[src/rtl/sim_ctrl_pkg.sv]
// Shared definitions for the simulation-control responder: register offsets,
// FSM state encoding and the watchdog failure code.
package sim_ctrl_pkg;

   localparam logic [3:0]  OFF_TOHOST = 4'h0;
   localparam logic [3:0]  OFF_PUTC   = 4'h4;
   localparam logic [3:0]  OFF_CYCLE  = 4'h8;
   localparam logic [3:0]  OFF_STATUS = 4'hC;

   localparam logic [31:0] TMO_CODE   = 32'h0000_DEAD;

   typedef enum logic [1:0] {
      ST_RUN,
      ST_PASS,
      ST_FAIL,
      ST_TMO
   } state_t;

endpackage

[src/rtl/sim_ctrl_watchdog.sv]
// Saturating run-cycle counter with watchdog expiry compare.
module sim_ctrl_watchdog #(
   parameter int unsigned TIMEOUT = 1000
) (
   input  logic        clk,
   input  logic        rst,
   input  logic        run,
   output logic [31:0] count,
   output logic        expire
);

   always_ff @(posedge clk or posedge rst) begin
      if (rst)
         count <= '0;
      else if (run && (count != '1))
         count <= count + 32'd1;
   end

   assign expire = run && (count == 32'(TIMEOUT - 1));

endmodule

[src/rtl/sim_ctrl.sv]
// Memory-mapped simulation-control responder (TOHOST verdict, PUTC console,
// CYCLE counter, STATUS). Optional SIM_CTRL_DISPLAY_EN adds console/verdict
// printing and ends the simulation one cycle after done rises.
module sim_ctrl
   import sim_ctrl_pkg::*;
#(
   parameter logic [31:0] BASE_ADDR = 32'hFFFF_0000,
   parameter int unsigned TIMEOUT   = 1000
) (
   input  logic        clk,
   input  logic        rst,
   input  logic        mem_we,
   input  logic        mem_re,
   input  logic [31:0] mem_addr,
   input  logic [31:0] mem_wdata,
   output logic [31:0] mem_rdata,
   output logic        hit,
   output logic        done,
   output logic        pass,
   output logic [31:0] fail_code,
   output logic [31:0] cycle_count,
   output logic        char_valid,
   output logic [7:0]  char_data
);

   state_t      state, state_nxt;
   logic [31:0] fail_nxt;
   logic [3:0]  off;
   logic        run, wr, expire;
   logic        unused_addr_lo;

   assign hit            = (mem_addr[31:4] == BASE_ADDR[31:4]);
   assign off            = {mem_addr[3:2], 2'b00};
   assign unused_addr_lo = ^mem_addr[1:0];
   assign run            = (state == ST_RUN);
   assign wr             = mem_we && hit && run;
   assign done           = (state != ST_RUN);
   assign pass           = (state == ST_PASS);

   sim_ctrl_watchdog #(.TIMEOUT(TIMEOUT)) u_watchdog (
      .clk    (clk),
      .rst    (rst),
      .run    (run),
      .count  (cycle_count),
      .expire (expire)
   );

   // A TOHOST write takes priority over a coincident watchdog expiry.
   always_comb begin
      state_nxt = state;
      fail_nxt  = fail_code;
      if (run) begin
         if (wr && (off == OFF_TOHOST) && (mem_wdata != '0)) begin
            if (mem_wdata == 32'd1) begin
               state_nxt = ST_PASS;
            end else begin
               state_nxt = ST_FAIL;
               fail_nxt  = mem_wdata >> 1;
            end
         end else if (expire) begin
            state_nxt = ST_TMO;
            fail_nxt  = TMO_CODE;
         end
      end
   end

   always_ff @(posedge clk or posedge rst) begin
      if (rst) begin
         state      <= ST_RUN;
         fail_code  <= '0;
         char_valid <= 1'b0;
         char_data  <= '0;
      end else begin
         state      <= state_nxt;
         fail_code  <= fail_nxt;
         char_valid <= wr && (off == OFF_PUTC);
         if (wr && (off == OFF_PUTC))
            char_data <= mem_wdata[7:0];
      end
   end

   always_comb begin
      mem_rdata = '0;
      if (hit && mem_re) begin
         case (off)
            OFF_CYCLE:  mem_rdata = cycle_count;
            OFF_STATUS: mem_rdata = {29'b0, (state == ST_TMO), pass, done};
            default:    mem_rdata = '0;
         endcase
      end
   end

`ifdef SIM_CTRL_DISPLAY_EN
   logic done_q;

   always_ff @(posedge clk or posedge rst) begin
      if (rst) begin
         done_q <= 1'b0;
      end else begin
         done_q <= done;
         if (char_valid)
            $write("%c", char_data);
         if (done && !done_q) begin
            $display("sim_ctrl: %s fail_code=%h cycles=%0d",
                     pass ? "PASS" : ((state == ST_TMO) ? "TIMEOUT" : "FAILED"),
                     fail_code, cycle_count);
            $finish;
         end
      end
   end
`endif

endmodule

[config.mk]
export PLATFORM = sky130hd
export DESIGN_NAME = sim_ctrl
export DESIGN_NICKNAME = d
export VERILOG_FILES = /design/src/rtl/sim_ctrl_pkg.sv /design/src/rtl/sim_ctrl_watchdog.sv /design/src/rtl/sim_ctrl.sv
export SDC_FILE = /design/constraint.sdc
export NUM_CORES = 1
export LEC_CHECK = 0
export ABC_AREA = 1
export CORE_ASPECT_RATIO = 0.75
export CORE_MARGIN = 2
export CORE_UTILIZATION = 47
export DETAILED_ROUTE_END_ITERATION = 10
export PLACE_DENSITY = 0.87
export SKIP_CTS_REPAIR_TIMING = 1
export SYNTH_ARGS = -nofsm -noshare
export SYNTH_HDL_FRONTEND = slang
export SYNTH_SLANG_ARGS = --single-unit
[constraint.sdc]
create_clock -name clk -period 4.5 [get_ports clk]
set_input_delay 0.9 -clock clk [delete_from_list [all_inputs] [get_ports clk]]
set_output_delay 0.9 -clock clk [all_outputs]
set_load 0.02 [all_outputs]
After elaboration in Yosys (flattened, before gate mapping)
Cells that the tools add are included.
{ "word_totals": {"reg_bits": 75, "word_cells": 39, "output_inout_bits": 108} }
{ "op_classes": {"n_reduce_logical": 15, "mux": 8, "n_addsub": 1, "n_eq_ne": 10} }
{ "op_table": {"columns": ["op", "n"], "rows": [
  ["$mux 32", 4],
  ["$pmux 32 s2", 1],
  ["$add 32x1->32 const B", 1],
  ["$eq 32x1->1 const B", 1],
  ["$eq 32x10->1 const B", 1],
  ["$ne 32x32->1 const B", 1],
  ["$reduce_bool 32->1", 1],
  ["$eq 28x28->1 const B", 1],
  ["$logic_and 1x1->1", 8],
  ["$eq 2x2->1 const B", 3],
  ["$mux 2", 3],
  ["$eq 2x1->1 const B", 2],
  ["$logic_not 4->1", 1],
  ["$reduce_bool 2->1", 2],
  ["$reduce_and 3->1", 1],
  ["$logic_not 2->1", 1],
  ["$ne 2x2->1 const B", 1],
  ["$reduce_and 2->1", 1]
]} }

Logic depth before layout (Yosys ltp)
{ "logic_depth": {"word_depth": 7, "mapped_depth": 12} }

Cells and area by module
A second synthesis with hierarchy kept.
{ "hier_totals": {"cells_unflattened": 705, "area_unflattened_um2": 4560.6} }
{ "modules_own_cells": {"columns": ["module", "seq_area_each_um2", "instances", "cells_each", "area_each_um2"], "rows": [
  ["sim_ctrl", 1051.0, 1, 349, 2318.5],
  ["sim_ctrl_watchdog", 800.8, 1, 356, 2242.2]
]} }

Worst setup path after synthesis
OpenSTA, ideal clock, no wires.
{ "synth_path": {"path_kind": "in2out", "from": "input port mem_addr[11]", "to": "output port mem_rdata[27]", "path_slack_ns": 1.142, "arrival_time_ns": 2.458, "path_buffers": 1, "path_stages": 8, "cell_sequence": "nor2_1 -> nand2_1 -> nor2_1 -> nand2_1 -> nor2_1 -> nand2_1 -> buf_1 -> nor3_1"} }
{ "synth_via": {"elab_chain_cells": 3} }
{ "synth_rtl": {"columns": ["element", "line_no", "rtl"], "rows": [
  ["start: declaration", "sim_ctrl.sv:14", "input logic [31:0] mem_addr,"],
  ["$eq 28x28->1", "sim_ctrl.sv:32", "assign hit = (mem_addr[31:4] == BASE_ADDR[31:4]);"],
  ["named net hit", "sim_ctrl.sv:17", "output logic hit,"],
  ["$logic_and 1x1->1", "sim_ctrl.sv:84", "if (hit && mem_re) begin"],
  ["$mux 32", "sim_ctrl.sv:84", null],
  ["end: declaration", "sim_ctrl.sv:16", "output logic [31:0] mem_rdata,"]
]} }
The timed path passes the listed nets, and every way through them passes these cells.

Final worst setup path
{ "layout_path": {"from": "input port mem_addr[26]", "to": "output port mem_rdata[12]"} }
{ "layout_via": {"elab_chain_cells": 3} }
{ "layout_rtl": {"columns": ["element", "line_no"], "rows": [
  ["$eq 28x28->1", "sim_ctrl.sv:32"],
  ["$logic_and 1x1->1", "sim_ctrl.sv:84"],
  ["$mux 32", "sim_ctrl.sv:84"]
]} }
Every way passes these cells.

==> flow_summary.toml <==
[clocking]
cts_tree = "yes"
clock_sinks = 74
clk_transition_reported_paths_ns = 0.05
clk_latency_ns = 0.33
clock_path_buffers = 2
root_buffer = "clkbuf_16"
htree_levels = 3
cts_buffers = 9

[cells_and_area]
diodes = 0
fin_area_um2 = 6310
drive_above_1_share_pct = 7.75
fillCellCount = 669
multiInputGateArea_um2 = 2060
syn_to_final_growth_pct = 48.9
layout.area.seq_um2 = 1850
finalNonFillerCells = 856
final_core_util_pct = 73.4
nets = 812

[pwr]
p_leak_nw = 2.70
p_per_area_nw_per_um2 = 225
vdd_drop_max_v = 0.000253

[floorplan]
start_util_pct = 49.3
fp.dieW_um = 114
die_h_um = 86.3
rows = 29
coreArea_um2 = 8600
ios = 176
die_area_um2 = 9810

[setup_path]
critPathMaxFanout = 32
critPathLaunchType = "primary input"
crit_arrival_ns = 3.13
critPathKind = "in -> out"
critPathCaptureType = "output port"
cp.required_ns = 3.60

[timing]
min_period_ns = 4.03
finalClockSkew_ns = 0.00767
drv_slew = 0
relSlewSlack_pct = 46.5
finalCritPeriodShare_pct = 89.6
setup_viol = 0
max_freq_ghz = 0.248
setup_tns_ns = 0
hold_viol = 0
rsz0062_at_grt = "no"
tightestPinTransition_ns = 0.802

[synthesis]
yosysWarnings = 0
synth_nets = 640
ys_seq_area_share_pct = 43.7
synth_top_area_cell = "dfrtp_1"
synth_area_um2 = 4240
ys_async_sr_fraction_pct = 100
synth_most_common_cell = "nand2_1"
synth_area_per_cell_um2 = 7.43
synth_commonest_cells = "158 x nand2_1, 91 x nor2_1, 74 x dfrtp_1"
synth-edff-count = 0
synth.top_cell.area_share_pct = 43.7
synth_seq_cells = 74
synth_ff_type = "dfrtp_1"
syn_inst = 571
ys_top_cells_by_area = "dfrtp_1 44%, nand2_1 14%, nor2_1 8.1%"
yosysUniqueCellTypes = 33

[global_routing]
gr-usage-met2_pct = 43.0
grt.total_usage_pct = 27.9
overflow = 0
grt_max_degree = 33
grt_first_pass_wirelength_um = 21400
use_met3_pct = 6.92
busiest_layer = "met2"
grt_antenna_before_repair = 0
met1_usage_pct = 38.4
grt_pass1_vias = 4208

[job]
max_cap_viol_count = 0

[status]
run_status = "finished, final reports clean"

[hold_path]
hold_class = "reg -> reg"

[placement]
port_buffers = 172
dp_hpwl_um = 10500
place_area_um2 = 6040
gp_congestion = 0.994
dp_cells = 840

[detailed_routing]
routedWlPerCell_um = 15.9
via_per_inst = 5.21
num_vias = 4459
routed_wl_um = 13600
drt_iter0_markers = 300
first_pass_iters = 6
ant_nets = 0
drc = 0
[cells by family (layout without fill, tap and decap cells)]
kind of cell | Yosys count | after routing | share of synthesized area, %
other cells | 1 | 1 | 0.0884
compound gates | 31 | 31 | 4.93
simple gates | 358 | 358 | 37.1
xor+xnor | 30 | 30 | 6.20
flops | 74 | 74 | 43.7
fa+ha+maj | 1 | 1 | 0.295
buf+inv | 76 | 253 | 7.73
[where the power goes]
group / total [mW] / switching (mW) / internal [mW]
Clock: 0.657 / 0.272 / 0.385
Combinational: 0.0970 / 0.0398 / 0.0572
Sequential: 0.666 / 0 / 0.666
Total: 1.42 / 0.311 / 1.11
[layout make-up]
cell class,count,area share [%]
clock inverters,5,0.476
well taps,108,2.14
flip-flops and latches,74,29.3
multi-input cells,421,32.6
clock buffers,11,3.85
repair buffers,179,28.1
inverters,58,3.45
[flip-flops by register name, summed over array words and instances, names as in the netlist]
register          count
fail_code            31
state                 2
char_data             8
char_valid            1
u_watchdog.count     32
[final timing paths]
path                                                       from                          endpoint  slack, ns  cells past startpoint
worst max register to register  u_watchdog.count[1]$_DFFE_PP0P_         fail_code[13]$_DFFE_PP0P_       2.09                      8
max in group asynchronous                                   rst              char_valid$_DFF_PP0_       2.80                      3
worst max-delay path                               mem_addr[26]                     mem_rdata[12]       0.47                      9
worst min-delay path                  fail_code[26]$_DFFE_PP0P_         fail_code[26]$_DFFE_PP0P_       0.47                      2
min in group asynchronous                                   rst  u_watchdog.count[11]$_DFFE_PP0P_       0.92                      2
worst min register to register        fail_code[26]$_DFFE_PP0P_         fail_code[26]$_DFFE_PP0P_       0.47                      2
[layout by cell type, fill, tap and decap left out, types with 2 or more instances in the layout]
cell type / count
nand4_1: 10
o21ai_0: 16
nand2_1: 158
nand3_1: 30
xor2_1: 30
and3_1: 2
inv_2: 5
nor3_1: 45
clkinv_1: 2
buf_4: 7
nand2_2: 5
clkinvlp_4: 2
inv_1: 51
clkbuf_16: 9
nor2_2: 4
nand3b_1: 2
a21oi_2: 12
clkdlybuf4s50_1: 172
dfrtp_1: 74
nor2_4: 2
nor2_1: 91
a22oi_1: 2
nand3_2: 3
clkinv_2: 3
[per-stage QoR]
| step | hold WS [ns] | worst slack (ns) | power (mW) |
|---|---|---|---|
| 3_5_place_dp | 0.459 | 0.476 | 0.774 |
| 2_1_floorplan | 0.530 | 1.14 | 0.703 |
| 3_3_place_gp | 0.455 | 0.566 | 0.772 |
| 5_1_grt | 0.487 | 0.287 | 1.46 |
| 6_report | 0.467 | 0.470 | 1.42 |
| 4_1_cts | 0.472 | 0.477 | 1.43 |
[routing by layer]
layer / up-vias / share of wire (%)
met3: 30 / 8.0
met5: - / 0
met2: 193 / 46
met4: 0 / 2.7
li1: 2150 / -
met1: 2086 / 43
[critical path, cell delays in order]
cell,delay [ns]
clkdlybuf4s50_1,0.47
nand2_1,0.06
nor2_1,0.09
nand3_1,0.18
nor2_1,0.23
nand2_1,0.07
buf_4,0.24
nor3_1,0.22
clkdlybuf4s50_1,0.66
Note: power is estimated with default switching activity, not from simulation.
